===== src/rtl/pipe_hazard_ctrl.sv =====
// ============================================================================
// pipe_hazard_ctrl : stage enable/flush sequencer for the five-stage core
//   (load-use, Mem-stage redirect, multi-cycle data memory with watchdog).
//   Optional performance counters: define PIPE_PERF_CNT_EN.
// Revision: 1.0
// ============================================================================
`default_nettype none

module pipe_hazard_ctrl #(
  parameter int MEM_TIMEOUT = 16
) (
  input  logic        clk,
  input  logic        rstn,
  input  logic [4:0]  id_rs1,
  input  logic [4:0]  id_rs2,
  input  logic        id_use_rs1,
  input  logic        id_use_rs2,
  input  logic        ex_mem_read,
  input  logic [4:0]  ex_rd,
  input  logic        mem_redirect,
  input  logic        mem_access,
  input  logic        dmem_ready,
  output logic        pc_en,
  output logic        if_id_en,
  output logic        id_ex_en,
  output logic        ex_mem_en,
  output logic        mem_wb_en,
  output logic        if_id_flush,
  output logic        id_ex_flush,
  output logic        ex_mem_flush,
  output logic        mem_wb_flush,
  output logic        pc_sel_jump,
  output logic        mem_err,
  output logic [31:0] stall_cnt,
  output logic [31:0] flush_cnt
);

  typedef enum logic [0:0] {
    RUN      = 1'b0,
    MEM_WAIT = 1'b1
  } state_t;

  localparam logic [7:0] TIMEOUT_C = MEM_TIMEOUT[7:0];

  state_t     state_q, state_d;
  logic [7:0] wait_cnt_q, wait_cnt_d;
  logic       load_use;
  logic       mem_hold;
  logic       mem_abort;

  assign load_use = ex_mem_read && (ex_rd != 5'd0) &&
                    ((id_use_rs1 && (id_rs1 == ex_rd)) ||
                     (id_use_rs2 && (id_rs2 == ex_rd)));

  // In RUN a new unacknowledged access starts the wait; in MEM_WAIT the
  // hold continues until ready or the watchdog limit is reached.
  assign mem_hold  = (state_q == RUN) ? (mem_access && !dmem_ready)
                                      : (!dmem_ready && (wait_cnt_q < TIMEOUT_C));
  assign mem_abort = (state_q == MEM_WAIT) && !dmem_ready &&
                     (wait_cnt_q >= TIMEOUT_C);

  always_ff @(posedge clk) begin
    if (!rstn) begin
      state_q    <= RUN;
      wait_cnt_q <= 8'd0;
    end else begin
      state_q    <= state_d;
      wait_cnt_q <= wait_cnt_d;
    end
  end

  always_comb begin
    state_d      = RUN;
    wait_cnt_d   = 8'd0;
    pc_en        = 1'b1;
    if_id_en     = 1'b1;
    id_ex_en     = 1'b1;
    ex_mem_en    = 1'b1;
    mem_wb_en    = 1'b1;
    if_id_flush  = 1'b0;
    id_ex_flush  = 1'b0;
    ex_mem_flush = 1'b0;
    mem_wb_flush = 1'b0;
    pc_sel_jump  = 1'b0;
    mem_err      = 1'b0;

    if (!rstn) begin
      pc_en        = 1'b0;
      if_id_en     = 1'b0;
      id_ex_en     = 1'b0;
      ex_mem_en    = 1'b0;
      mem_wb_en    = 1'b0;
      if_id_flush  = 1'b1;
      id_ex_flush  = 1'b1;
      ex_mem_flush = 1'b1;
      mem_wb_flush = 1'b1;
    end else if (mem_hold) begin
      // Freeze everything up to EX/Mem; Mem/WB keeps loading bubbles.
      pc_en        = 1'b0;
      if_id_en     = 1'b0;
      id_ex_en     = 1'b0;
      ex_mem_en    = 1'b0;
      mem_wb_flush = 1'b1;
      state_d      = MEM_WAIT;
      wait_cnt_d   = (state_q == RUN) ? 8'd1 : wait_cnt_q + 8'd1;
    end else if (mem_abort) begin
      mem_err      = 1'b1;
      mem_wb_flush = 1'b1;
    end else if (mem_redirect) begin
      pc_sel_jump  = 1'b1;
      if_id_flush  = 1'b1;
      id_ex_flush  = 1'b1;
      ex_mem_flush = 1'b1;
    end else if (load_use) begin
      pc_en        = 1'b0;
      if_id_en     = 1'b0;
      id_ex_flush  = 1'b1;
    end
  end

`ifdef PIPE_PERF_CNT_EN
  logic [31:0] stall_cnt_q, flush_cnt_q;

  always_ff @(posedge clk) begin
    if (!rstn) begin
      stall_cnt_q <= 32'd0;
      flush_cnt_q <= 32'd0;
    end else begin
      if (!pc_en && (stall_cnt_q != 32'hFFFF_FFFF))
        stall_cnt_q <= stall_cnt_q + 32'd1;
      if (pc_sel_jump && (flush_cnt_q != 32'hFFFF_FFFF))
        flush_cnt_q <= flush_cnt_q + 32'd1;
    end
  end

  assign stall_cnt = stall_cnt_q;
  assign flush_cnt = flush_cnt_q;
`else
  assign stall_cnt = 32'd0;
  assign flush_cnt = 32'd0;
`endif

endmodule

`default_nettype wire


===== config.mk =====
export PLATFORM = sky130hd
export DESIGN_NAME = pipe_hazard_ctrl
export DESIGN_NICKNAME = d
export VERILOG_FILES = /design/src/rtl/pipe_hazard_ctrl.sv
export SDC_FILE = /design/constraint.sdc
export NUM_CORES = 1
export LEC_CHECK = 0
export CAP_MARGIN = 40
export CORE_UTILIZATION = 50
export CTS_CLUSTER_SIZE = 40
export DETAILED_ROUTE_END_ITERATION = 16
export DONT_BUFFER_PORTS = 1
export SETUP_SLACK_MARGIN = 0.1
export SLEW_MARGIN = 40
export SYNTH_ARGS = -nofsm -noshare
export SYNTH_HDL_FRONTEND = slang
export SYNTH_SLANG_ARGS = --single-unit

===== constraint.sdc =====
create_clock -name clk -period 3.43 [get_ports clk]
set_clock_uncertainty 0.2 [all_clocks]
set_input_delay 0.686 -clock clk [delete_from_list [all_inputs] [get_ports clk]]
set_output_delay 0.686 -clock clk [all_outputs]
set_load 0.005 [all_outputs]

Word level (Yosys, flattened, before mapping)
Cells that the tools add are included.

Word-level logic and storage cells: 47. Output and inout port bits: 75. Flip-flop bits (word level): 9.

$add $sub $neg: 1. Muxes and demuxes: 26. Equal/unequal tests: 2. Reduce and logical (&&, ||, !) cells: 13. Magnitude comparators: 2.

Operators with widths (count): 1-bit 2-to-1 mux (26); 5-bit == test (2); 8-bit by 1-bit adder with 8-bit output, second input constant (1); 8-bit by 5-bit greater-or-equal comparator with 1-bit output, second input constant (1); 1-bit logical AND (8); 8-bit by 5-bit less-than comparator with 1-bit output, second input constant (1); 5-bit nonzero test (1); 3-bit AND reduction (1); 2-bit AND reduction (1); 1-bit zero test (1); 1-bit logical OR (1).

Depth between registers and ports, before layout
Word-level depth: 9. Mapped depth: 5. Gate-level depth less buffers: 4.

Least setup slack after synthesis
No wires, ideal clock.

Kind: input-to-output. Start point: input ex_rd[1]. End point: output pc_en. Arrival time: 1.681 ns. Stages: 5. Required time: 2.544 ns. Path slack: 0.863 ns. Cell sequence: or4_1 > o21ai_1 > or3_1 > o21ba_1 > buf_4.

Cells in the longest elaborated chain, start to end: 9. Elaborated cells between the ends (all ways): 13.

Ends and longest elaborated chain: from (decl) (RTL line 19) `input logic [4:0] ex_rd,`; 5-bit == test (on tied branches) (RTL line 52, 53); 1-bit logical AND (on tied branches) (RTL line 52, 53); 1-bit logical OR (RTL line 52) `((id_use_rs1 && (id_rs1 == ex_rd)) ||`; 1-bit logical AND (*) (RTL line 51) `assign load_use = ex_mem_read && (ex_rd != 5'd0) &&`; 1-bit 2-to-1 mux (*) (5 in a row); to (decl) (RTL line 23) `output logic pc_en,`.

Every way passes the cells marked *; elsewhere a longest branch is shown, timed or not.

Worst setup path in the final report
Start point: input ex_rd[1]. End point: output if_id_en.

Cells in the longest elaborated chain, start to end: 9. Elaborated cells between the ends (all ways): 13.

Ends and longest elaborated chain: 5-bit == test (on tied branches) (RTL line 52, 53); 1-bit logical AND (on tied branches) (RTL line 52, 53); 1-bit logical OR (RTL line 52); 1-bit logical AND (*) (RTL line 51); 1-bit 2-to-1 mux (*) (RTL line 114) `end else if (load_use) begin`; 1-bit 2-to-1 mux (*) (RTL line 109) `end else if (mem_redirect) begin`; 1-bit 2-to-1 mux (*) (RTL line 106) `end else if (mem_abort) begin`; 1-bit 2-to-1 mux (*) (RTL line 97) `end else if (mem_hold) begin`; 1-bit 2-to-1 mux (*) (RTL line 87) `if (!rstn) begin`; to (decl) (RTL line 24) `output logic if_id_en,`.

Marked as above.

==> results.md <==
* Number of antenna violations at the first check in global routing at 0
* Pin count of the biggest net entering global routing at 8
* Final Cycle Share at 74.9%
* Main synth FF type: dfxtp_1
* Tot Pwr at 0.000235 W
* Peak supply drop at 0.186 mV
* Residual overflow from global routing at 0
* Number of nets with antenna violations after routing at 0
* Critical path arrival at 1680 ps
* Per-cell via count in the routed design at 3.71
* Number of distinct standard cells referenced by the synthesized netlist at 26
* Pwr dens at 278 nW/um2
* Hold_sp: wait_cnt_q[0]
* Diode count at 0
* Synth-to-Final Area Change at -19.2%
* Shortest clock period the worst path allows after layout at 2570 ps
* Sequential element share of the synthesized area at 17.2%
* Area of the core at 1960 um2
* Total negative slack for setup checks at 0 ps
* Cell count after synthesis at 126
* Number of max-capacitance violations reported at 0
* Most common cell after layout, fill and taps aside: conb_1
* Iteration-0 DRC count of the detailed router at 2
* Post-synth design cell area at 1050 um2
* Achievable frequency at 389 MHz
* Root Buffer Master: clkbuf_4
* Global placer's final weighted congestion at 0.649
* Initial Util at 53.5%
* TritonCTS clock tree: yes
* Wire length of the first global-routing pass at 1320 um
* DRC violations left at 0
* Syn Area/Cell at 8.33 um2
* Final HPWL from detailed placement at 1050 um
* Synth Register Bits at 9
* Setup repair after global routing missed its margin: no
* I/O pins at 98
* Standard-cell row count at 16
* Global-route usage over all layers at 8.58%
* Height of the chip at 47.8 um
* Horizontal extent of the die at 47.8 um
* CTS hold repair buffers at 0
* Hold Violations, Final at 0
* Deepest clock path buffer count at 2
* Detailed-route wire length per cell at 7.85 um
* Worst EP required at 2540 ps
* Layout Nets at 154
* Fill cells at 204
* Yosys warning count at 0
* Post-placement cell count at 151
* Clock network latency to the later pin of the worst-skew pair at 260 ps
* CP endpoint kind: output pin
* Full die area at 2290 um2
* Post-CTS sizing at 0
* Highest-count cells in the layout ignoring fill and taps: conb_1, xor2_1, dfxtp_1
* Outcome: finished clean
* Count of flip-flops with a built-in enable after synthesis at 0
* Worst hold-check path type: register to register
* H-tree level count at 1
* Number of buffers inserted during clock tree synthesis at 3
* Routed Wire Length at 1220 um
* Final worst hold slack at 288 ps
* Drt first pass iters at 4
* Post-CTS Repair Setup Buffers at 0
* Startpoint of the lowest-slack register-to-register path: wait_cnt_q[5]
* Clock transition at path regs at 60 ps
* Crit path max fanout at 3
* Number of cell instances on the worst register-to-register path at 4
* Via count at 575
* Worst setup path start: ex_rd[1]
* Number of sinks on the clock net at 9
* Post-layout instance count excluding filler cells at 155
* Critical Path Start Type: primary input
* Port buffer count at 0
* Leak pwr at 0.433 nW
* Max-slew violation total from the final report at 0
* Share of the core filled with cells in the final layout at 43.2%
* Async set-or-reset flop fraction in the synthesized netlist at 0%
* Number of instances on the worst hold path at 1
* Startpoint-to-endpoint class of the critical path: primary input to output pin
* Fraction of layout cells with a size suffix above 1 at 5.47%
* Via count of the first global-routing pass at 380
* Setup violators final at 0
## cell families after synthesis
kind of cell    count (synthesis)  synth area share [%]
xor+xnor                       13                  10.8
other cells                     1                 0.357
simple gates                   21                  13.3
fa+ha+maj                       2                  2.38
buf+inv                        72                  50.1
mux                             1                 0.954
compound gates                  7                  4.89
flops                           9                  17.2
## metal layers
metal | vias to the layer above | global-route usage, % | wire length (um)
met5 | - | 0 | 0
met3 | 2 | 3.02 | 157
met4 | 0 | 5.00 | 6
met2 | 56 | 14.9 | 614
met1 | 249 | 8.88 | 436
li1 | 268 | - | -
## power by group
group	switching (W)	internal (W)
clock	0.0000402	0.0000431
sequential	0.00000273	0.000107
combinational	0.0000285	0.0000136
## synthesized netlist by cell type (all sizes together) (3+ instances only)
| library cell | count | area share [%] |
|---|---|---|
| nand2 | 3 | 1.1 |
| inv | 4 | 1.4 |
| xnor2 | 3 | 2.5 |
| nor4 | 3 | 3.2 |
| xor2 | 10 | 8.3 |
| dfxtp | 9 | 17 |
| nor3b | 3 | 2.6 |
| nor2 | 4 | 1.4 |
| buf | 68 | 49 |
## cell type report
type | count | area (um2) | share of cell area (%)
clock inverters | 1 | 5.00 | 0.590
inverters | 4 | 15.0 | 1.77
clock buffers | 3 | 22.5 | 2.65
flip-flops and latches | 9 | 180 | 21.2
well taps | 27 | 33.8 | 3.98
multi-input cells | 111 | 592 | 69.8
## stage by stage
stage	setup slack (ps)	instance area, um2
finish	862	848
global route	772	848
CTS	844	848
detailed placement	844	821
global placement	879	821
floorplan	863	1300
## state kept, by name, indices dropped and copies added (netlist names)
signal and cells:
wait_cnt_q 8, state_q 1
## final timing paths
path / endpoint / slack, ps
worst max-delay path: if_id_en / 860
worst min-delay path: wait_cnt_q[0] / 290
worst max register to register: wait_cnt_q[0] / 2040
worst min register to register: wait_cnt_q[0] / 290
## worst max-delay path, cell delays in order
cell     delay (ps)
or4_1           520
o21ai_1         170
or3_1           130
o21ba_1         170
Note: power is estimated with default switching activity, not from simulation.
